===== src/rtl/alu_md_control_if.sv =====
// Bus between the EX-stage pipeline and alu_md_control: decode inputs, operands,
// and the ALU/multiply-divide outputs. md_state mirrors the sequencer state.
interface alu_md_control_if #(
    parameter int WIDTH = 32
);
    logic [3:0]       ALUop;
    logic [5:0]       FuncCode;
    logic             Start;
    logic [WIDTH-1:0] A;
    logic [WIDTH-1:0] B;
    logic [3:0]       ALUCtrl;
    logic             MDSel;
    logic [WIDTH-1:0] MDResult;
    logic             MDBusy;
    logic             Stall;
    logic             Done;
    logic             DivByZero;
    logic [WIDTH-1:0] HiOut;
    logic [WIDTH-1:0] LoOut;
    logic [1:0]       md_state;

    modport master (
        output ALUop, FuncCode, Start, A, B,
        input  ALUCtrl, MDSel, MDResult, MDBusy, Stall, Done, DivByZero,
        input  HiOut, LoOut, md_state
    );

    modport slave (
        input  ALUop, FuncCode, Start, A, B,
        output ALUCtrl, MDSel, MDResult, MDBusy, Stall, Done, DivByZero,
        output HiOut, LoOut, md_state
    );
endinterface


===== src/rtl/alu_md_control.sv =====
// ALU control decode plus multi-cycle multiply/divide sequencer with HI/LO.
// Optional macro MD_EARLY_OUT_EN: multiply finishes once remaining multiplier bits are zero.
module alu_md_control #(
    parameter int WIDTH = 32,
    parameter int CNT_W = 6
) (
    input logic              CLK,
    input logic              Reset,
    alu_md_control_if.slave  bus
);
    // Handshake: Start is valid; an MD instruction is consumed on an edge with
    // Start && !Stall, i.e. ready is !MDBusy. Stalled instructions are re-presented.
    localparam logic [5:0] F_MFHI  = 6'b010000;
    localparam logic [5:0] F_MTHI  = 6'b010001;
    localparam logic [5:0] F_MFLO  = 6'b010010;
    localparam logic [5:0] F_MTLO  = 6'b010011;
    localparam logic [5:0] F_MULT  = 6'b011000;
    localparam logic [5:0] F_MULTU = 6'b011001;
    localparam logic [5:0] F_DIV   = 6'b011010;
    localparam logic [5:0] F_DIVU  = 6'b011011;

    typedef enum logic [1:0] {IDLE, MUL, DIV, FIX} state_t;
    state_t state, state_nxt;

    logic [3:0]         alu_ctrl;
    logic               is_md;
    logic [WIDTH-1:0]   hi, lo;
    logic [2*WIDTH-1:0] acc, opa;
    logic [WIDTH-1:0]   opb;
    logic [CNT_W-1:0]   cnt;
    logic               neg_res, neg_rem, dz, is_mul, done, dbz;

    always_comb begin
        alu_ctrl = 4'bxxxx;
        is_md    = 1'b0;
        if (bus.ALUop != 4'b1111) begin
            alu_ctrl = bus.ALUop;
        end else begin
            case (bus.FuncCode)
                6'b000000: alu_ctrl = 4'b0011;
                6'b000010: alu_ctrl = 4'b0100;
                6'b000011: alu_ctrl = 4'b1101;
                6'b100000: alu_ctrl = 4'b0010;
                6'b100001: alu_ctrl = 4'b1000;
                6'b100010: alu_ctrl = 4'b0110;
                6'b100011: alu_ctrl = 4'b1001;
                6'b100100: alu_ctrl = 4'b0000;
                6'b100101: alu_ctrl = 4'b0001;
                6'b100110: alu_ctrl = 4'b1010;
                6'b100111: alu_ctrl = 4'b1100;
                6'b101010: alu_ctrl = 4'b0111;
                6'b101011: alu_ctrl = 4'b1011;
                F_MFHI, F_MTHI, F_MFLO, F_MTLO, F_MULT, F_MULTU, F_DIV, F_DIVU: begin
                    alu_ctrl = 4'b0010;
                    is_md    = 1'b1;
                end
                default: alu_ctrl = 4'bxxxx;
            endcase
        end
    end

    logic is_mfhi, is_mflo, is_mthi, is_mtlo, is_mult, is_div;
    assign is_mfhi = is_md && (bus.FuncCode == F_MFHI);
    assign is_mflo = is_md && (bus.FuncCode == F_MFLO);
    assign is_mthi = is_md && (bus.FuncCode == F_MTHI);
    assign is_mtlo = is_md && (bus.FuncCode == F_MTLO);
    assign is_mult = is_md && (bus.FuncCode[5:1] == 5'b01100);
    assign is_div  = is_md && (bus.FuncCode[5:1] == 5'b01101);

    logic busy, issue, accept;
    assign busy   = (state != IDLE);
    assign issue  = is_md && bus.Start;
    assign accept = issue && !busy;

    // Signed forms (funct bit 0 clear) operate on magnitudes and fix the sign at the end.
    logic             a_neg, b_neg;
    logic [WIDTH-1:0] a_mag, b_mag;
    assign a_neg = !bus.FuncCode[0] && bus.A[WIDTH-1];
    assign b_neg = !bus.FuncCode[0] && bus.B[WIDTH-1];
    assign a_mag = a_neg ? -bus.A : bus.A;
    assign b_mag = b_neg ? -bus.B : bus.B;

    logic [2*WIDTH-1:0] acc_mul, acc_div, prod;
    logic [WIDTH:0]     rem_sh, rem_sub;
    logic [WIDTH-1:0]   quo_fix, rem_fix;
    logic               last_mul, last_cnt;

    assign acc_mul  = opb[0] ? acc + opa : acc;
    assign rem_sh   = acc[2*WIDTH-1:WIDTH-1];
    assign rem_sub  = rem_sh - {1'b0, opb};
    assign acc_div  = (rem_sh >= {1'b0, opb}) ? {rem_sub[WIDTH-1:0], acc[WIDTH-2:0], 1'b1}
                                              : {acc[2*WIDTH-2:0], 1'b0};
    assign prod     = neg_res ? -acc : acc;
    assign quo_fix  = neg_res ? -acc[WIDTH-1:0] : acc[WIDTH-1:0];
    assign rem_fix  = neg_rem ? -acc[2*WIDTH-1:WIDTH] : acc[2*WIDTH-1:WIDTH];
    assign last_cnt = (cnt == CNT_W'(1));
`ifdef MD_EARLY_OUT_EN
    assign last_mul = last_cnt || (opb[WIDTH-1:1] == '0);
`else
    assign last_mul = last_cnt;
`endif

    always_comb begin
        state_nxt = state;
        case (state)
            IDLE: begin
                if (accept && is_mult)     state_nxt = MUL;
                else if (accept && is_div) state_nxt = (bus.B == '0) ? FIX : DIV;
            end
            MUL:     if (last_mul) state_nxt = FIX;
            DIV:     if (last_cnt) state_nxt = FIX;
            FIX:     state_nxt = IDLE;
            default: state_nxt = IDLE;
        endcase
    end

    always_ff @(posedge CLK) begin
        if (Reset) begin
            state   <= IDLE;
            hi      <= '0;
            lo      <= '0;
            acc     <= '0;
            opa     <= '0;
            opb     <= '0;
            cnt     <= '0;
            neg_res <= 1'b0;
            neg_rem <= 1'b0;
            dz      <= 1'b0;
            is_mul  <= 1'b0;
            done    <= 1'b0;
            dbz     <= 1'b0;
        end else begin
            state <= state_nxt;
            done  <= 1'b0;
            dbz   <= 1'b0;
            case (state)
                IDLE: if (accept) begin
                    if (is_mthi) hi <= bus.A;
                    if (is_mtlo) lo <= bus.A;
                    if (is_mult || is_div) begin
                        is_mul  <= is_mult;
                        cnt     <= CNT_W'(WIDTH);
                        opb     <= b_mag;
                        opa     <= {{WIDTH{1'b0}}, a_mag};
                        neg_res <= a_neg ^ b_neg;
                        neg_rem <= a_neg;
                        dz      <= 1'b0;
                        if (is_mult) begin
                            acc <= '0;
                        end else if (bus.B == '0) begin
                            // Preload the FIX result directly: HI = A, LO = all ones.
                            acc     <= {bus.A, {WIDTH{1'b1}}};
                            neg_res <= 1'b0;
                            neg_rem <= 1'b0;
                            dz      <= 1'b1;
                        end else begin
                            acc <= {{WIDTH{1'b0}}, a_mag};
                        end
                    end
                end
                MUL: begin
                    acc <= acc_mul;
                    opa <= opa << 1;
                    opb <= opb >> 1;
                    cnt <= cnt - CNT_W'(1);
                end
                DIV: begin
                    acc <= acc_div;
                    cnt <= cnt - CNT_W'(1);
                end
                FIX: begin
                    done <= 1'b1;
                    dbz  <= dz;
                    if (is_mul) begin
                        hi <= prod[2*WIDTH-1:WIDTH];
                        lo <= prod[WIDTH-1:0];
                    end else begin
                        hi <= rem_fix;
                        lo <= quo_fix;
                    end
                end
                default: ;
            endcase
        end
    end

    assign bus.ALUCtrl   = alu_ctrl;
    assign bus.MDSel     = bus.Start && (is_mfhi || is_mflo);
    assign bus.MDResult  = is_mfhi ? hi : (is_mflo ? lo : '0);
    assign bus.MDBusy    = busy;
    assign bus.Stall     = issue && busy;
    assign bus.Done      = done;
    assign bus.DivByZero = dbz;
    assign bus.HiOut     = hi;
    assign bus.LoOut     = lo;
    assign bus.md_state  = state;
endmodule

===== src/flat_wrapper.sv =====
// flat-port wrapper written by rule: the top's interface ports become plain ports
module alu_md_control_flat 
#(
    parameter int WIDTH = 32,
    parameter int CNT_W = 6
)
  (CLK, Reset, bus_ALUop, bus_FuncCode, bus_Start, bus_A, bus_B, bus_ALUCtrl, bus_MDSel, bus_MDResult, bus_MDBusy, bus_Stall, bus_Done, bus_DivByZero, bus_HiOut, bus_LoOut, bus_md_state);
  alu_md_control_if #(.WIDTH(WIDTH)) bus_i ();
  input logic CLK;
  input logic Reset;
  input wire logic [$bits(bus_i.ALUop)-1:0] bus_ALUop;
  input wire logic [$bits(bus_i.FuncCode)-1:0] bus_FuncCode;
  input wire logic [$bits(bus_i.Start)-1:0] bus_Start;
  input wire logic [$bits(bus_i.A)-1:0] bus_A;
  input wire logic [$bits(bus_i.B)-1:0] bus_B;
  output wire logic [$bits(bus_i.ALUCtrl)-1:0] bus_ALUCtrl;
  output wire logic [$bits(bus_i.MDSel)-1:0] bus_MDSel;
  output wire logic [$bits(bus_i.MDResult)-1:0] bus_MDResult;
  output wire logic [$bits(bus_i.MDBusy)-1:0] bus_MDBusy;
  output wire logic [$bits(bus_i.Stall)-1:0] bus_Stall;
  output wire logic [$bits(bus_i.Done)-1:0] bus_Done;
  output wire logic [$bits(bus_i.DivByZero)-1:0] bus_DivByZero;
  output wire logic [$bits(bus_i.HiOut)-1:0] bus_HiOut;
  output wire logic [$bits(bus_i.LoOut)-1:0] bus_LoOut;
  output wire logic [$bits(bus_i.md_state)-1:0] bus_md_state;
  assign bus_i.ALUop = bus_ALUop;
  assign bus_i.FuncCode = bus_FuncCode;
  assign bus_i.Start = bus_Start;
  assign bus_i.A = bus_A;
  assign bus_i.B = bus_B;
  assign bus_ALUCtrl = bus_i.ALUCtrl;
  assign bus_MDSel = bus_i.MDSel;
  assign bus_MDResult = bus_i.MDResult;
  assign bus_MDBusy = bus_i.MDBusy;
  assign bus_Stall = bus_i.Stall;
  assign bus_Done = bus_i.Done;
  assign bus_DivByZero = bus_i.DivByZero;
  assign bus_HiOut = bus_i.HiOut;
  assign bus_LoOut = bus_i.LoOut;
  assign bus_md_state = bus_i.md_state;
  alu_md_control #(.WIDTH(WIDTH), .CNT_W(CNT_W)) u_core (.CLK(CLK), .Reset(Reset), .bus(bus_i));
endmodule

===== config.mk =====
export PLATFORM = sky130hd
export DESIGN_NAME = alu_md_control_flat
export DESIGN_NICKNAME = d
export VERILOG_FILES = /design/src/rtl/alu_md_control_if.sv /design/src/rtl/alu_md_control.sv /design/src/flat_wrapper.sv
export SDC_FILE = /design/constraint.sdc
export NUM_CORES = 1
export LEC_CHECK = 0
export CAP_MARGIN = 20
export CORE_MARGIN = 2
export CORE_UTILIZATION = 48
export CTS_BUF_LIST = sky130_fd_sc_hd__clkbuf_4 sky130_fd_sc_hd__clkbuf_8
export CTS_CLUSTER_DIAMETER = 200
export DETAILED_ROUTE_END_ITERATION = 10
export PLACE_DENSITY_LB_ADDON = 0.25
export SYNTH_ARGS = -nofsm -noshare
export SYNTH_HDL_FRONTEND = slang
export SYNTH_SLANG_ARGS = --single-unit

===== constraint.sdc =====
create_clock -name CLK -period 3.9 [get_ports CLK]
set_input_delay 0.39 -clock CLK [delete_from_list [all_inputs] [get_ports CLK]]
set_output_delay 0.39 -clock CLK [all_outputs]
set_load 0.01 [all_outputs]

======== After elaboration in Yosys (flattened, before gate mapping) ========
Index checks and enable logic that the tools add are counted.
word-level totals
  flip-flop bits (word level) ............. 238
  input bits .............................. 77
  output and inout bits ................... 107
  logic and storage cells ................. 142
operators by class
  $add $sub $neg .......................... 8
  order comparisons ....................... 1
  equal/unequal tests ..................... 34
  mux-type cells .......................... 47
  bitwise logic cells ..................... 2
  reduce and logical (&&, ||, !) cells .... 37
operators with widths
  kind                                           number
  2-to-1 mux 64 bit                              9
  2-to-1 mux 32 bit                              14
  one-hot mux 32 bit (2 select lines)            3
  one-hot mux 64 bit (3 select lines)            1
  negator 32 bit                                 4
  one-hot mux 64 bit (2 select lines)            1
  adder 64 bit                                   1
  negator 64 bit                                 1
  == test 6 bit, second input constant           10
  one-hot mux 4 bit (13 select lines)            1
  == test 6 x 5 -> 1 bit, second input constant  8
  greater-or-equal comparator 33 x 32 -> 1 bit   1
  logical NOT 32 bit                             1
  subtractor 32 bit                              1
  AND reduction 3 bit                            5
  logical AND 1 bit                              14
  == test 6 x 2 -> 1 bit, second input constant  2
  2-to-1 mux 6 bit                               2
  != test 2 x 1 -> 1 bit, second input constant  6
  one-hot mux 6 bit (2 select lines)             1
  == test 5 x 4 -> 1 bit, second input constant  2
  2-to-1 mux 1 bit                               10
  OR reduction 9 bit                             1
  nonzero test 2 bit                             4
  20 further kinds                               26

======== Depth between registers and ports, before layout ========
  depth in word-level cells ............... 10
  mapped depth ............................ 16

======== Worst setup path after synthesis ========
OpenSTA, ideal clock, no wires.
  kind .................................... reg2reg
  from .................................... register u_core.opb[1]
  to ...................................... register u_core.acc[60]
  library setup time ...................... 131 ps
  arrival time ............................ 3,184 ps
  data required time ...................... 3,769 ps
  slack ................................... 585 ps
  stages on the path, launching flop included .. 15
  buffers on the path ..................... 2
  clock period less this slack ............ 3,315 ps
  cells stage by stage .................... dfxtp_1 -> inv_1 -> ha_1 -> nor2b_1 -> o31ai_1 -> a21oi_1 -> a221oi_1 -> o21ai_1 -> a221o_1 -> a21o_1 -> clkbuf_1 -> buf_2 -> mux2_2 -> a221oi_1 -> o22ai_1
between the ends
  longest elaborated chain between the ends .. 3
  elaborated cells on any way between the ends .. 4
  classes of those cells .................. add/sub (1); order compare (1); mux (2)
RTL lines
  what                                                                               RTL line                                    RTL
  from (decl)                                                                        alu_md_control.sv:29                        logic [WIDTH-1:0] opb;
  from (signal assigned)                                                             alu_md_control.sv:143                       opb <= b_mag;
  from (signal assigned)                                                             alu_md_control.sv:164                       opb <= opb >> 1;
  subtractor 32 bit or greater-or-equal comparator 33 x 32 -> 1 bit (tied branches)  alu_md_control.sv:90, alu_md_control.sv:91
  2-to-1 mux 64 bit *                                                                alu_md_control.sv:91                        assign acc_div = (rem_sh >= {1'b0, opb}) ? {rem_sub[WIDTH-1:0], acc[WIDTH-2:0], 1'b1}
  one-hot mux 64 bit (3 select lines) *                                              alu_md_control.sv:136                       case (state)
  to (signal assigned)                                                               alu_md_control.sv:152                       acc <= {bus.A, {WIDTH{1'b1}}};
  to (signal assigned)                                                               alu_md_control.sv:157                       acc <= {{WIDTH{1'b0}}, a_mag};
  to (signal assigned)                                                               alu_md_control.sv:162                       acc <= acc_mul;
  to (decl)                                                                          alu_md_control.sv:28                        logic [2*WIDTH-1:0] acc, opa;
Mark *: on every way between the ends. The rest lies on a longest branch, timed or not.
A chain may end at the register's enable or synchronous reset.

======== Worst setup path after layout ========
  from .................................... register u_core.acc[15]
  to ...................................... register u_core.acc[61]
between the ends
  longest elaborated chain between the ends .. 3
RTL lines
  what                                 RTL line               RTL
  adder 64 bit                         alu_md_control.sv:88   assign acc_mul = opb[0] ? acc + opa : acc;
  2-to-1 mux 64 bit                    alu_md_control.sv:88
  one-hot mux 64 bit (3 select lines)  alu_md_control.sv:136
No other way between the ends. The select of a mux whose other input is x is not followed.

==> summary.md <==
| Metric | Value |
|---|---|
| Drt via density | approximately 6.5 |
| CP max stage delay | 0.51 ns |
| CTS max path bufs | 3 |
| Drt wl/cell | 24.53 um |
| #FFs+latches synth | 238 |
| Hold Fails Final Rpt | 0 |
| Sink Count | between 200 and 250 |
| Die Wd | 207.4 um |
| Die height | 207.4 um |
| Commonest non-fill, non-tap cell in the layout | nand2_1 |
| Largest cells by area after synthesis | dfxtp_1, a21oi_1, ha_1 |
| Worst path top cell family by delay | compound AO/OA/AOI/OAI gates |
| CP cell instances | ha_1 > nand2_1 > nor4_1 > buf_4 > o31a_1 > o31ai_1 > buf_4 > a211oi_1 > buf_4 > nor3_1 > o31ai_1 > mux2i_1 > o221a_2 |
| Total congestion overflow | 0 |
| Leak pwr | 9.368 nW |
| Setup tns final | 0 ns |
| H-Tree Depth | 2 |
| VDD IR max | around 420 uV |
| Fin area | 24090 um2 |
| DP HPWL | 66.95 mm |
| FMAX | 260.6 MHz |
| Global-route wire length before repair | 131.7 mm |
| EDFF count, synth | 0 |
| Hold crit path type | in2reg |
| Fraction of layout cells with a size suffix above 1 | a little over a tenth |
| Setup repair bufs after CTS | 0 |
| Slowest CP cell | nor4_1 |
| IO Port Bufs | between 150 and 200 |
| Clk slew on worst S/H paths | 0.06 ns |
| Fin crit period | 3.838 ns |
| Largest net degree at the start of global routing | 101 |
| Crit path buf inv count | 3 |
| IO Pins | 184 |
| Simple-Gate Fraction of Synth Area | 21.25% |
| CTS tree | built |
| Fin nets | 3171 |
| Placeable Area | 40830 um2 |
| Pwr dens | 613.7 nW/um2 |
| Async SR Flop Fraction | 0% |
| Post-synthesis compound-gate area fraction | roughly 32% |
| CP Class | reg2reg |
| Initial core utilization | 48.61% |
| Final core occ | 58.99% |
| Area delta synth->final | 21.35% |
| Top-area cell type share of the netlist area | 24.00% |
| Final Cycle Share | between 90% and 100% |
| CTS buffer count | 46 |
| GPL Wtd Cong | roughly 1.1 |
| Unique masters post-synth | 81 |
| Main flop type after synthesis | dfxtp_1 |
| Crit-path most repeated cell | buf_4 |
| Placement Cell Area | ~23000 um2 |
| Worst-Skew Late Latency | roughly 0.66 ns |
| Mux contribution to synthesized area | 1.992% |
| Largest area contributor in the netlist | dfxtp_1 |
| Die area | 42990 um2 |
| Final clock skew | 0.02667 ns |
| DP Worst Slack | 0.1652 ns |
| CP max FO | 7 |
| Status | completed |
| Synthesized instance count | 2772 |
| CP required | roughly 4.5 ns |
| Row cnt | 74 |
| RSZ-0062 raised after global routing | false |
| Most frequent cells in the layout | nand2_1, a21oi_1, nor2_1, dfxtp_1, o21ai_0 |
| Arrival @ worst endpoint | 4.43 ns |
| Initial drt markers | ~2500 |
| Final setup vio count | 0 |
| Yosys warns | 0 |
| Slew HR | between 20 and 30% |
| Final wirelength | 87.11 mm |
| Ant diodes | 0 |
| Root buffer cell | clkbuf_8 |
| DRT Pass-1 Iters | 6 |
| MaxCap Viol Count | 0 |
| CP endpoint kind | flip-flop |
| Post-route DRC | 0 |
| Syn avg cell area | between 7 and 8 um2 |
| Initial antenna violation count | 1 |
| Syn nets | 2956 |
| Synth Area in Adders | 6.820% |
| Worst setup margin | slightly above 0.06 ns |
| Critical path launch point type | flip-flop |
| Synth Area in XOR/XNOR | 8.340% |
| Max Slew Vio Count | 0 |
| Worst slew pin tran | 1.067 ns |
| Vias | 23010 |
| Detail Route Antenna Nets | 0 |
| Main combinational cell family by area after synthesis | compound AO/OA/AOI/OAI gates |
| Seq/Total Area, Yosys | about a quarter |
| Vias in the first global route | 21590 |
| GR Util All Layers | approximately two fifths |
| Synth Cell Area | 19850 um2 |
## synthesized netlist by cell type (28+ instances only)
| cell type | count |
|---|---|
| xor2_1 | 96 |
| a22o_1 | 33 |
| clkbuf_1 | 179 |
| a21oi_1 | 310 |
| nand4_1 | 28 |
| nand2_1 | 326 |
| xnor2_1 | 93 |
| o31ai_1 | 36 |
| a211oi_1 | 96 |
| o21ai_0 | 190 |
| inv_1 | 84 |
| nor3_1 | 73 |
| dfxtp_1 | 238 |
| a22oi_1 | 43 |
| a31oi_1 | 35 |
| ha_1 | 105 |
| nor2_1 | 298 |
| a21o_1 | 60 |
## final cells by class
class,count,area [um2]
Tap cell,532,665.6
Timing Repair Buffer,361,3257
Fill cell,3932,16740
Inverter,85,319.1
Sequential cell,238,4765
Multi-Input combinational cell,2255,14140
Clock buffer,65,838.3
Clock inverter,15,102.6
## per-stage QoR
step | total power, mW | hold slack (ns) | instances
6_report | 14.78 | 0.1447 | 3551
5_1_grt | 15.45 | 0.1612 | 3551
4_1_cts | 14.45 | 0.1443 | 3551
3_5_place_dp | 11.75 | 0.4524 | 3471
3_3_place_gp | 11.67 | 0.4401 | 3471
2_1_floorplan | 8.505 | 0.4319 | 2772
## metal layers
layer | track usage (%) | up-vias | part of all wire, %
met4 | 19.43 | 2 | 5.9
met2 | 63.11 | 1295 | 45
met5 | 0 | - | 0.018
met1 | 49.18 | 10870 | 40
met3 | 8.759 | 330 | 9.4
li1 | - | 10510 | -
## final timing paths
path,depth (start not counted),slack [ns],end,from
min,2,0.14,u_core.bus.HiOut[17]$_SDFFE_PP0P_,Reset
max,13,0.06,u_core.acc[61]$_SDFFE_PP0P_,u_core.acc[15]$_SDFFE_PP0P_
min reg2reg,2,0.46,u_core.opb[8]$_SDFFE_PP0P_,u_core.opb[8]$_SDFFE_PP0P_
max reg2reg,13,0.06,u_core.acc[61]$_SDFFE_PP0P_,u_core.acc[15]$_SDFFE_PP0P_
## sequential cells by signal (all words and copies together) (netlist names), 2 cells and up
name	flops
u_core.bus.md_state	2
u_core.cnt	6
u_core.bus.HiOut	32
u_core.opb	32
u_core.acc	64
u_core.bus.LoOut	32
u_core.opa	64
## where the power goes
part / switching (mW) / internal (mW)
combinational: 5.64 / 3.34
clock: 1.23 / 1.45
sequential: 0.403 / 2.73
## cells by family (layout without fill, tap and decap cells)
kind of cell    count (synthesis)  count (layout)
mux                            38              38
flops                         238             238
simple gates                  927             927
fa+ha+maj                     107             107
compound gates                994             994
buf+inv                       279             526
xor+xnor                      189             189
## what timing repair did
action                                  CTS  global route
endpoints found under the setup margin    0             6
hold endpoints to repair                  0             0
gates resized for setup                   0             7
hold buffers                              0             0
(Power assumes the default switching activity.)
